==> src/rtl/alu_pkg.sv <==
// Shared ALU definitions: op code type, execute FSM states and default datapath sizing.
package alu_pkg;
    localparam int DATA_W_DEF = 8;
    localparam int NREGS_DEF  = 4;

    typedef logic [2:0] alu_op_t;
    localparam alu_op_t OP_ADD = 3'b001;
    localparam alu_op_t OP_SUB = 3'b010;

    typedef enum logic [1:0] {
        ST_IDLE,
        ST_READ,
        ST_EXEC,
        ST_WB
    } state_t;
endpackage

==> src/rtl/alu_exec_ctrl_regfile.sv <==
// Purpose: NREGS x DATA_W register file with two operand read ports, a debug read port and one write port.
// Latency: reads are combinational (captured by the caller); writes land on the next rising edge.
// Backpressure: none; writeback beats a same-cycle same-address preload.
module alu_exec_ctrl_regfile
    import alu_pkg::*;
#(
    parameter  int NREGS  = NREGS_DEF,
    parameter  int DATA_W = DATA_W_DEF,
    localparam int RA_W   = $clog2(NREGS)
) (
    input  logic              clk,
    input  logic              rst_n,
    input  logic [RA_W-1:0]   rd_addr1,
    input  logic [RA_W-1:0]   rd_addr2,
    output logic [DATA_W-1:0] rd_data1,
    output logic [DATA_W-1:0] rd_data2,
    input  logic [RA_W-1:0]   dbg_addr,
    output logic [DATA_W-1:0] dbg_data,
    input  logic              wr_en,
    input  logic [RA_W-1:0]   wr_addr,
    input  logic [DATA_W-1:0] wr_data,
    input  logic              load_en,
    input  logic [RA_W-1:0]   load_addr,
    input  logic [DATA_W-1:0] load_data
);
    logic [DATA_W-1:0] mem [NREGS];

    always_ff @(posedge clk or negedge rst_n) begin
        if (!rst_n) begin
            for (int i = 0; i < NREGS; i++) mem[i] <= '0;
        end else begin
            for (int i = 0; i < NREGS; i++) begin
                if (wr_en && wr_addr == RA_W'(i))
                    mem[i] <= wr_data;
                else if (load_en && load_addr == RA_W'(i))
                    mem[i] <= load_data;
            end
        end
    end

    assign rd_data1 = mem[rd_addr1];
    assign rd_data2 = mem[rd_addr2];
    assign dbg_data = mem[dbg_addr];
endmodule

==> src/rtl/alu_exec_ctrl.sv <==
// Purpose: multi-cycle execute controller feeding registered operands to an external combinational ALU.
// Latency: accept at edge N, ALU operands valid after N+1, done during N+2..N+3, rf/zero_flag at N+3.
// Backpressure: instr_ready high only in IDLE; one instruction per 4 cycles.
module alu_exec_ctrl
    import alu_pkg::*;
#(
    parameter  int NREGS  = NREGS_DEF,
    parameter  int DATA_W = DATA_W_DEF,
    localparam int RA_W   = $clog2(NREGS)
) (
    input  logic              clk,
    input  logic              rst_n,
    input  logic              instr_valid,
    output logic              instr_ready,
    input  logic [2:0]        instr_op,
    input  logic [RA_W-1:0]   instr_rs1,
    input  logic [RA_W-1:0]   instr_rs2,
    input  logic [RA_W-1:0]   instr_rd,
    input  logic              instr_imm_sel,
    input  logic [DATA_W-1:0] instr_imm,
    input  logic              instr_wb,
    output logic [DATA_W-1:0] alu_input1,
    output logic [DATA_W-1:0] alu_input2,
    output logic [2:0]        alu_op,
    input  logic [DATA_W-1:0] alu_result,
    input  logic              alu_zero,
    input  logic              load_en,
    input  logic [RA_W-1:0]   load_addr,
    input  logic [DATA_W-1:0] load_data,
    input  logic [RA_W-1:0]   dbg_addr,
    output logic [DATA_W-1:0] dbg_data,
    output logic              done,
    output logic              zero_flag
);
    typedef struct packed {
        alu_op_t           op;
        logic [RA_W-1:0]   rs1;
        logic [RA_W-1:0]   rs2;
        logic [RA_W-1:0]   rd;
        logic              imm_sel;
        logic [DATA_W-1:0] imm;
        logic              wb;
    } instr_t;

    state_t            state, state_nxt;
    instr_t            instr_q;
    logic [DATA_W-1:0] result_q;
    logic              zq;
    logic [DATA_W-1:0] rd_data1, rd_data2;
    logic              wb_en;

    always_ff @(posedge clk or negedge rst_n) begin
        if (!rst_n) state <= ST_IDLE;
        else        state <= state_nxt;
    end

    always_comb begin
        state_nxt   = state;
        instr_ready = 1'b0;
        done        = 1'b0;
        case (state)
            ST_IDLE: begin
                instr_ready = 1'b1;
                if (instr_valid) state_nxt = ST_READ;
            end
            ST_READ: state_nxt = ST_EXEC;
            ST_EXEC: state_nxt = ST_WB;
            ST_WB: begin
                done      = 1'b1;
                state_nxt = ST_IDLE;
            end
            default: state_nxt = ST_IDLE;
        endcase
    end

    // ALU-facing registers hold their last values between instructions.
    always_ff @(posedge clk or negedge rst_n) begin
        if (!rst_n) begin
            instr_q    <= '0;
            alu_input1 <= '0;
            alu_input2 <= '0;
            alu_op     <= '0;
            result_q   <= '0;
            zq         <= 1'b0;
            zero_flag  <= 1'b0;
        end else begin
            case (state)
                ST_IDLE: begin
                    if (instr_valid)
                        instr_q <= '{op: instr_op, rs1: instr_rs1, rs2: instr_rs2, rd: instr_rd,
                                     imm_sel: instr_imm_sel, imm: instr_imm, wb: instr_wb};
                end
                ST_READ: begin
                    alu_input1 <= rd_data1;
                    alu_input2 <= instr_q.imm_sel ? instr_q.imm : rd_data2;
                    alu_op     <= instr_q.op;
                end
                ST_EXEC: begin
                    result_q <= alu_result;
                    zq       <= alu_zero;
                end
                ST_WB: zero_flag <= zq;
                default: ;
            endcase
        end
    end

    assign wb_en = (state == ST_WB) && instr_q.wb;

    alu_exec_ctrl_regfile #(
        .NREGS  (NREGS),
        .DATA_W (DATA_W)
    ) u_regfile (
        .clk       (clk),
        .rst_n     (rst_n),
        .rd_addr1  (instr_q.rs1),
        .rd_addr2  (instr_q.rs2),
        .rd_data1  (rd_data1),
        .rd_data2  (rd_data2),
        .dbg_addr  (dbg_addr),
        .dbg_data  (dbg_data),
        .wr_en     (wb_en),
        .wr_addr   (instr_q.rd),
        .wr_data   (result_q),
        .load_en   (load_en),
        .load_addr (load_addr),
        .load_data (load_data)
    );
endmodule
==> config.mk <==
export PLATFORM = sky130hd
export DESIGN_NAME = alu_exec_ctrl
export DESIGN_NICKNAME = d
export VERILOG_FILES = /design/src/rtl/alu_pkg.sv /design/src/rtl/alu_exec_ctrl_regfile.sv /design/src/rtl/alu_exec_ctrl.sv
export SDC_FILE = /design/constraint.sdc
export NUM_CORES = 1
export LEC_CHECK = 0
export ABC_AREA = 1
export CORE_ASPECT_RATIO = 2
export CORE_UTILIZATION = 42
export CTS_CLUSTER_DIAMETER = 150
export DETAILED_ROUTE_END_ITERATION = 16
export PLACE_DENSITY = 0.77
export SETUP_SLACK_MARGIN = 0.3
export SLEW_MARGIN = 0
export SYNTH_ARGS = -nofsm -noshare
export SYNTH_HDL_FRONTEND = slang
export SYNTH_SLANG_ARGS = --single-unit
==> constraint.sdc <==
create_clock -name clk -period 1.6 [get_ports clk]
set_input_delay 0.48 -clock clk [delete_from_list [all_inputs] [get_ports clk]]
set_output_delay 0.48 -clock clk [all_outputs]
set_load 0.01 [all_outputs]
# Yosys cells after proc, flatten, opt, wreduce, memory -nomap -nowiden
# Cells that the tools add are included.
[classes]
n_addsub = 0
n_mul = 0
div = 0
n_lt_le_gt_ge = 3
n_eq_ne = 10
n_shift = 0
n_mux = 22
bitwise = 3
n_reduce_logical = 17
[ops]
columns = ["cell", "count"]
rows = [
  ["$mux 8", 15],
  ["$bmux 8 s2", 3],
  ["$eq 2x2->1 const B", 6],
  ["$ge 3x3->1 const B", 3],
  ["$logic_and 1x1->1", 9],
  ["$not 2->3", 3],
  ["$pmux 2 s4", 1],
  ["$reduce_bool 2->1", 4],
  ["$eq 2x1->1 const B", 3],
  ["$logic_not 2->1", 3],
  ["$mux 1", 2],
  ["$mux 2", 1],
  ["$ne 2x2->1 const B", 1],
  ["$reduce_and 2->1", 1],
]
[word_totals]
reg_bits = 82
latch_bits = 0
ramBits = 0
mem_bits_ro = 0
in_bits = 44
output_inout_bits = 30
wordCells = 73
mem_count = 0

# Depth between registers and ports, before layout
# Gate-level depths: netlist of the first run.
[logic_depth]
word_depth = 5
depth_mapped = 9
depth_no_buf = 8

# Cells and area by module
# From an unflattened synthesis of the first run, not the netlist that was laid out.
[unflattened]
hier_cells = 606
hier_area_um2 = 4513.1
[by_module_without_submodules]
columns = ["module", "n_inst", "cells_each", "area_per_inst_um2"]
rows = [
  ["alu_exec_ctrl_regfile", 1, 360, 2356.0],
  ["alu_exec_ctrl", 1, 246, 2157.1],
]

# Worst setup path before layout of the first run
# No wires, ideal clock.
[synth_timing]
path_kind = "input port to output port"
startpoint = "input dbg_addr[0]"
endpoint = "output dbg_data[0]"
t_arrival_ns = 1.010
slack_ns = 0.110
cell_stages = 4
path_buffers = 1
path_cell_list = "inv_2 > buf_2 > nor2_1 > o22ai_1"
[synth_via]
elab_chain_len = 4
[synth_rtl]
columns = ["element", "line", "source"]
rows = [
  ["from (decl)", "alu_exec_ctrl.sv:30", "input logic [RA_W-1:0] dbg_addr,"],
  ["$not 2->3 (not written as such)", "alu_exec_ctrl_regfile.sv:43", "assign dbg_data = mem[dbg_addr];"],
  ["$bmux 8 s2", "alu_exec_ctrl_regfile.sv:43", ""],
  ["$mux 8 (not written as such) (2 in a row)", "alu_exec_ctrl_regfile.sv:43", ""],
  ["to (decl)", "alu_exec_ctrl.sv:31", "output logic [DATA_W-1:0] dbg_data,"],
]
# No other way between the ends. The select of a mux whose other input is x is not followed.

# Worst setup path in the final report of the first run
[layout_timing]
startpoint = "input dbg_addr[0]"
endpoint = "output dbg_data[3]"
# Same word-level chain as after synthesis.

==> results of run 1 <==
## sequential cells by signal, summed over array words and instances (netlist names)
signal         flops
u_regfile.mem     32
instr_q           19
alu_input1         8
alu_input2         8
result_q           8
alu_op             3
state              2
zero_flag          1
zq                 1
## how the worst max path moves through the flow
stage | cells past startpoint | start | to
3_5_place_dp | 6 | dbg_addr[0] | dbg_data[4]
2_1_floorplan | 4 | dbg_addr[0] | dbg_data[1]
5_1_grt | 6 | dbg_addr[0] | dbg_data[7]
3_3_place_gp | 5 | dbg_addr[0] | dbg_data[7]
4_1_cts | 6 | dbg_addr[0] | dbg_data[3]
6_report | 6 | dbg_addr[0] | dbg_data[3]
## where the power goes
group / switching [mW] / internal (mW) / leakage (nW)
Clock: 0.835 / 1.20 / 0.135
Combinational: 4.30 / 3.87 / 2.43
Sequential: 0.967 / 3.09 / 0.988
Total: 6.10 / 8.16 / 3.55
## per-layer routing
layer / GRT usage, % / up-vias
met5: 0 / -
met4: 22.5 / 0
met3: 5.08 / 85
met2: 54.0 / 218
met1: 33.8 / 2340
li1: - / 2177
## stage by stage
step           hold WS, ns  TNS [ns]  setup WS (ns)  power [mW]
2_1_floorplan        0.184         0          0.258        7.10
3_3_place_gp         0.452    -10.59         -0.895        9.60
3_5_place_dp         0.464    -11.37         -0.915        9.79
4_1_cts              0.109    -0.566        -0.0719        13.4
5_1_grt              0.115    -0.995         -0.107        15.0
6_report             0.104    -0.658        -0.0902        14.3
## timing repair
| action | 4_1_cts | 5_1_grt |
|---|---|---|
| pin swaps | 28 | 39 |
| buffers inserted | 15 | 5 |
| setup endpoints to repair | 97 | 111 |
| resized for setup | 343 | 62 |
| cloned | 8 | 0 |
## layout make-up
cell class	instances	area, um2
sequential	82	2050
inverter	35	180
fill	734	2820
tap	135	169
multi-input combinational	433	3060
timing repair buffer	164	1580
clock inverter	4	55.1
timing repair inverter	1	16.3
clock buffer	10	229
## logic make-up after synthesis
family,after synthesis,synth area share (%)
AOI/OAI and AO/OA,46,5.45
adders and majority gates,5,1.42
buffers and inverters,55,6.62
DFF,82,46.6
muxes,19,5.20
and+or+nand+nor,360,34.7
## cells in the final DEF (no fill, tap or decap), drive strengths merged, types with 2 or more instances in the layout
| cell type | Yosys | layout |
|---|---|---|
| nor2 | 74 | 74 |
| buf | 18 | 124 |
| mux2 | 19 | 19 |
| ha | 5 | 5 |
| inv | 33 | 34 |
| clkdlybuf4s50 | 0 | 37 |
| a21oi | 10 | 10 |
| clkbuf | 2 | 10 |
| dlygate4sd2 | 0 | 2 |
| nand2 | 177 | 180 |
| o22ai | 8 | 8 |
| o21ai | 28 | 28 |
| dfrtp | 82 | 82 |
| clkinv | 2 | 4 |
| nand3 | 109 | 109 |
==> impl_metrics.ini, run 1 <==
[grt]
grt_pass1_vias = 4984
grt_max_degree = 48
grt-ovfl-total = 0
antenna_found_initial = 0
grt_pass1_wl_mm = 25.6
grt_usage_pct = 31.6

[detailed_routing]
vias = 4820
wl_per_cell_um = 19.0
drc = 0
drt_iter0_drc = 408
drtAntennaViolNets = 0
finalWirelength_mm = 16.4
wl_met1_mm = 5.82
wl_met3_um = 727
highest_layer = met4
vias_per_cell = 5.58
drt-pass1-iter-count = 7
wl_met2_mm = 8.70

[finish]
areaGrowthSynthToFinish_pct = 66.5
antenna_cells = 0
stdcell_area_um2 = 7330
finish.utilization_pct = 72.3
nets = 775
final_cells = 864
drive_above_1_share_pct = 48.0

[flow_run]
max-cap-violations = 0

[sta]
final.min_clock_period_ns = 1.69
skew_ns = 0.00752
rsz0062_at_grt = yes
finalMaxSlewViolations = 0
max_freq_mhz = 592
finalSetupViolCount = 10
worst_pin_slew_ns = 0.822
setup_ws_ns = -0.0902
finalCritPeriodShare_pct = 106
hold_violations = 0
relSlewSlack_pct = 45.2

[die]
initial_core_util_pct = 43.4
rows = 52
die_h_um = 147
dieArea_um2 = 10900
fp.dieW_um = 74.4
ios = 74
core_area_um2 = 10100

[setup_path]
path_class = in -> out
cp_top_family = buffers and inverters
worstRegToRegCells = 10
cp_max_fo = 8
ff2ff_setup_slack_ns = -0.02
crit_slowest_cell = buf_12
crit_chain = buf_12, buf_12, buf_8, nor2_4, o22ai_2, buf_2
cp-start-kind = primary input
cp_common_cell = buf_12
r2r_start = state[0]
slowest_delay_ns = 0.16
critical_path_required_ns = 1.12
endpoint_kind = output pin
cp.buffers_inverters = 4
rr_endpoint = state[0]
crit_arrival_ns = 1.21

[synthesis]
syn_area_um2 = 4410
synth.avg_cell_area_um2 = 7.77
synth_common_cells = 174 x nand2_1, 105 x nand3_1, 82 x dfrtp_1
yosysTopAreaCell = dfrtp_1
yosysSeqAreaShare_pct = 46.6
synth_area_leaders = dfrtp_1 47%, nand2_1 15%, nand3_1 12%
async_flop_share_pct = 100
synth_flop_cell = dfrtp_1
synth-edff-count = 0
synth_nets = 616
synth_most_common_cell = nand2_1
synth_cell_types = 24
synth_seq_cells = 82
yosysTopAreaCellShare_pct = 46.6
syn-instance-count = 567
synth_warnings = 0

[clocking]
cts_buffers = 9
clock-sinks = 82
cts_hold_buf = 0
cts_tree = yes
cts_root_buf = clkbuf_16
htreeDepth = 3
clk_pin_slew_worst_paths_ns = 0.06
clk_path_buf_depth = 2
insertion_delay_ns = 0.34

[pwr]
power_density_nw_per_um2 = 1940
ir_drop_uv = 1110
p_leak_nw = 3.55

[placement]
placed_cells = 822
gp_congestion = 0.959
place_hpwl_mm = 10.4
place_area_um2 = 5870
portBuffers = 73

[run_status]
outcome = finished, violations left
violations = setup timing

[hold_path]
holdCritPathClass = in -> async
Note: power is estimated with default switching activity, not from simulation.
==> run 2: changes to the inputs <==
==> constraint.sdc (replaced) <==
create_clock -name clk -period 2 [get_ports clk]
set_input_delay 0.6 -clock clk [delete_from_list [all_inputs] [get_ports clk]]
set_output_delay 0.6 -clock clk [all_outputs]
set_load 0.01 [all_outputs]
==> run 2 against run 1 <==
  * Design area shrank 19%
  * Register-to-register slack gained 0.43 ns
  * Via count shrank 10%
  * Count of clock-buffer cells in the layout is the same
  * The flow now finishes without violations
  * Sequential share of layout area grew 6.6 points
  * Highest routed layer unchanged
  * Wire length shrank 19%
==> impl_metrics.ini, run 2 (same netlist as run 1, synthesis figures left out) <==
[sta]
whs_ns = 0.195
relSlewSlack_pct = 59.1
worst_pin_slew_ns = 0.614
finalMaxSlewViolations = 0
final.min_clock_period_ns = 1.81
finalSetupViolCount = 0
rsz0062_at_grt = yes
hold_violations = 0
max_freq_mhz = 553
fin_tns_setup_ns = 0
skew_ns = 0.00680
setup_ws_ns = 0.190
finalCritPeriodShare_pct = 90.5

[finish]
top_register = u_regfile.mem
areaGrowthSynthToFinish_pct = 34.8
nets = 717
final_cell_mix = 174 x nand2_1, 105 x nand3_1, 82 x dfrtp_1, 68 x nor2_1, 40 x clkdlybuf4s50_1
layout_commonest_cell = nand2_1
top_regs = u_regfile.mem (32), instr_q (19)
antenna_cells = 0
largest_reg_flops = 32
drive_above_1_share_pct = 20.1

[detailed_routing]
vias_per_cell = 5.37
wl_per_cell_um = 16.4
drt-pass1-iter-count = 7
vias = 4335
drc = 0
drtAntennaViolNets = 0
finalWirelength_mm = 13.2
drt_iter0_drc = 411

[placement]
place_hpwl_mm = 9.93
pre_cts_slack_ns = -0.749
portBuffers = 73
gp_congestion = 0.992

[setup_path]
cp_max_fo = 8
crit_arrival_ns = 1.21
path_class = in -> out
cp-start-kind = primary input
endpoint_kind = output pin
worstRegToRegCells = 7
critical_path_required_ns = 1.40

[grt]
grt_usage_pct = 25.7
grt_max_degree = 37
grt-ovfl-total = 0
grt_pass1_wl_mm = 20.9
grt_pass1_vias = 4273
antenna_found_initial = 0

[clocking]
cts_root_buf = clkbuf_16
insertion_delay_ns = 0.34
clock-sinks = 82
clk_pin_slew_worst_paths_ns = 0.06
cts_buffers = 9
htreeDepth = 3
cts_tree = yes
clk_path_buf_depth = 2

[die]
dieArea_um2 = 10900
fp.dieW_um = 74.4
ios = 74
rows = 52
initial_core_util_pct = 43.4
die_h_um = 147
core_area_um2 = 10100

[pwr]
internal_power_mw = 5.35
sw_frac_of_total_pct = 42.0
clkPwrFrac_pct = 18.8
pwr-share-seq_pct = 36.1
ir_drop_uv = 750
p_switching_mw = 3.87
power_mw = 9.22
p_leak_nw = 2.89
p_comb_share_pct = 45.1
power_density_nw_per_um2 = 1550

[run_status]
outcome = completed

[hold_path]
holdCritPathClass = in -> async

[flow_run]
max-cap-violations = 0
[run 2: cell types whose count changed in the layout (fill, tap and decap cells not counted), sizes merged]
cell and change:
clkdlybuf4s50 +3, nand2 -3, dlygate4sd2 +18, clkinv -1, clkinvlp +1, buf -74, inv +1, clkdlybuf4s15 -1
[run 2: stage by stage]
| step | area, um2 | std cells | utilization, % |
|---|---|---|---|
| 6_report | 5940 | 808 | 58.5 |
| 3_3_place_gp | 5440 | 784 | 53.6 |
| 4_1_cts | 5850 | 808 | 57.6 |
| 5_1_grt | 5940 | 808 | 58.5 |
| 2_1_floorplan | 4460 | 567 | - |
| 3_5_place_dp | 5440 | 784 | 53.6 |
[run 2: critical path, stage by stage]
cell	delay (ns)
buf_12	0.12
buf_8	0.14
o21ai_4	0.13
o22ai_2	0.08
buf_2	0.14
[run 2: layer usage]
metal / GRT usage (%) / vias to the layer above / part of all wire (%)
met4: 16.4 / 0 / 6.7
li1: - / 2057 / -
met1: 29.1 / 2011 / 36
met2: 43.2 / 197 / 52
met5: 0 / - / 0
met3: 3.98 / 70 / 4.7
[run 2: path summary, 6_finish.rpt]
check | start | to | slack, ns
worst max-delay path | dbg_addr[0] | dbg_data[4] | 0.19
max in group asynchronous | rst_n | alu_input1[2] | 1.21
worst min-delay path | rst_n | result_q[5] | 0.19
min in group clk | alu_input1[4] | alu_input1[4] | 0.47
worst max register to register | state[1] | instr_q[1] | 0.41
worst min register to register | alu_input1[4] | alu_input1[4] | 0.47
[run 2: layout make-up]
class / count / area [um2]
well taps: 135 / 169
flip-flops and latches: 82 / 2050
clock buffers: 10 / 239
multi-input cells: 430 / 2240
clock inverters: 6 / 71.3
fillers: 959 / 4210
inverters: 35 / 165
repair buffers: 110 / 1000
[run 2: power by group through the flow]
stage / Combinational [mW] / Clock [mW] / Sequential [mW]
floorplan: 2.52 / 0 / 3.07
global placement: 3.93 / 0 / 3.27
detailed placement: 4.03 / 0 / 3.27
CTS: 4.08 / 1.75 / 3.26
global route: 4.64 / 1.82 / 3.40
finish: 4.16 / 1.73 / 3.33
[run 2: timing repair]
item                       in CTS  in global routing
setup endpoints to repair      30                 59
buffers inserted                8                  0
resized for setup             118                 20
pin swaps                       3                  4
hold buffers                    0                  0
gates cloned                    0                  0
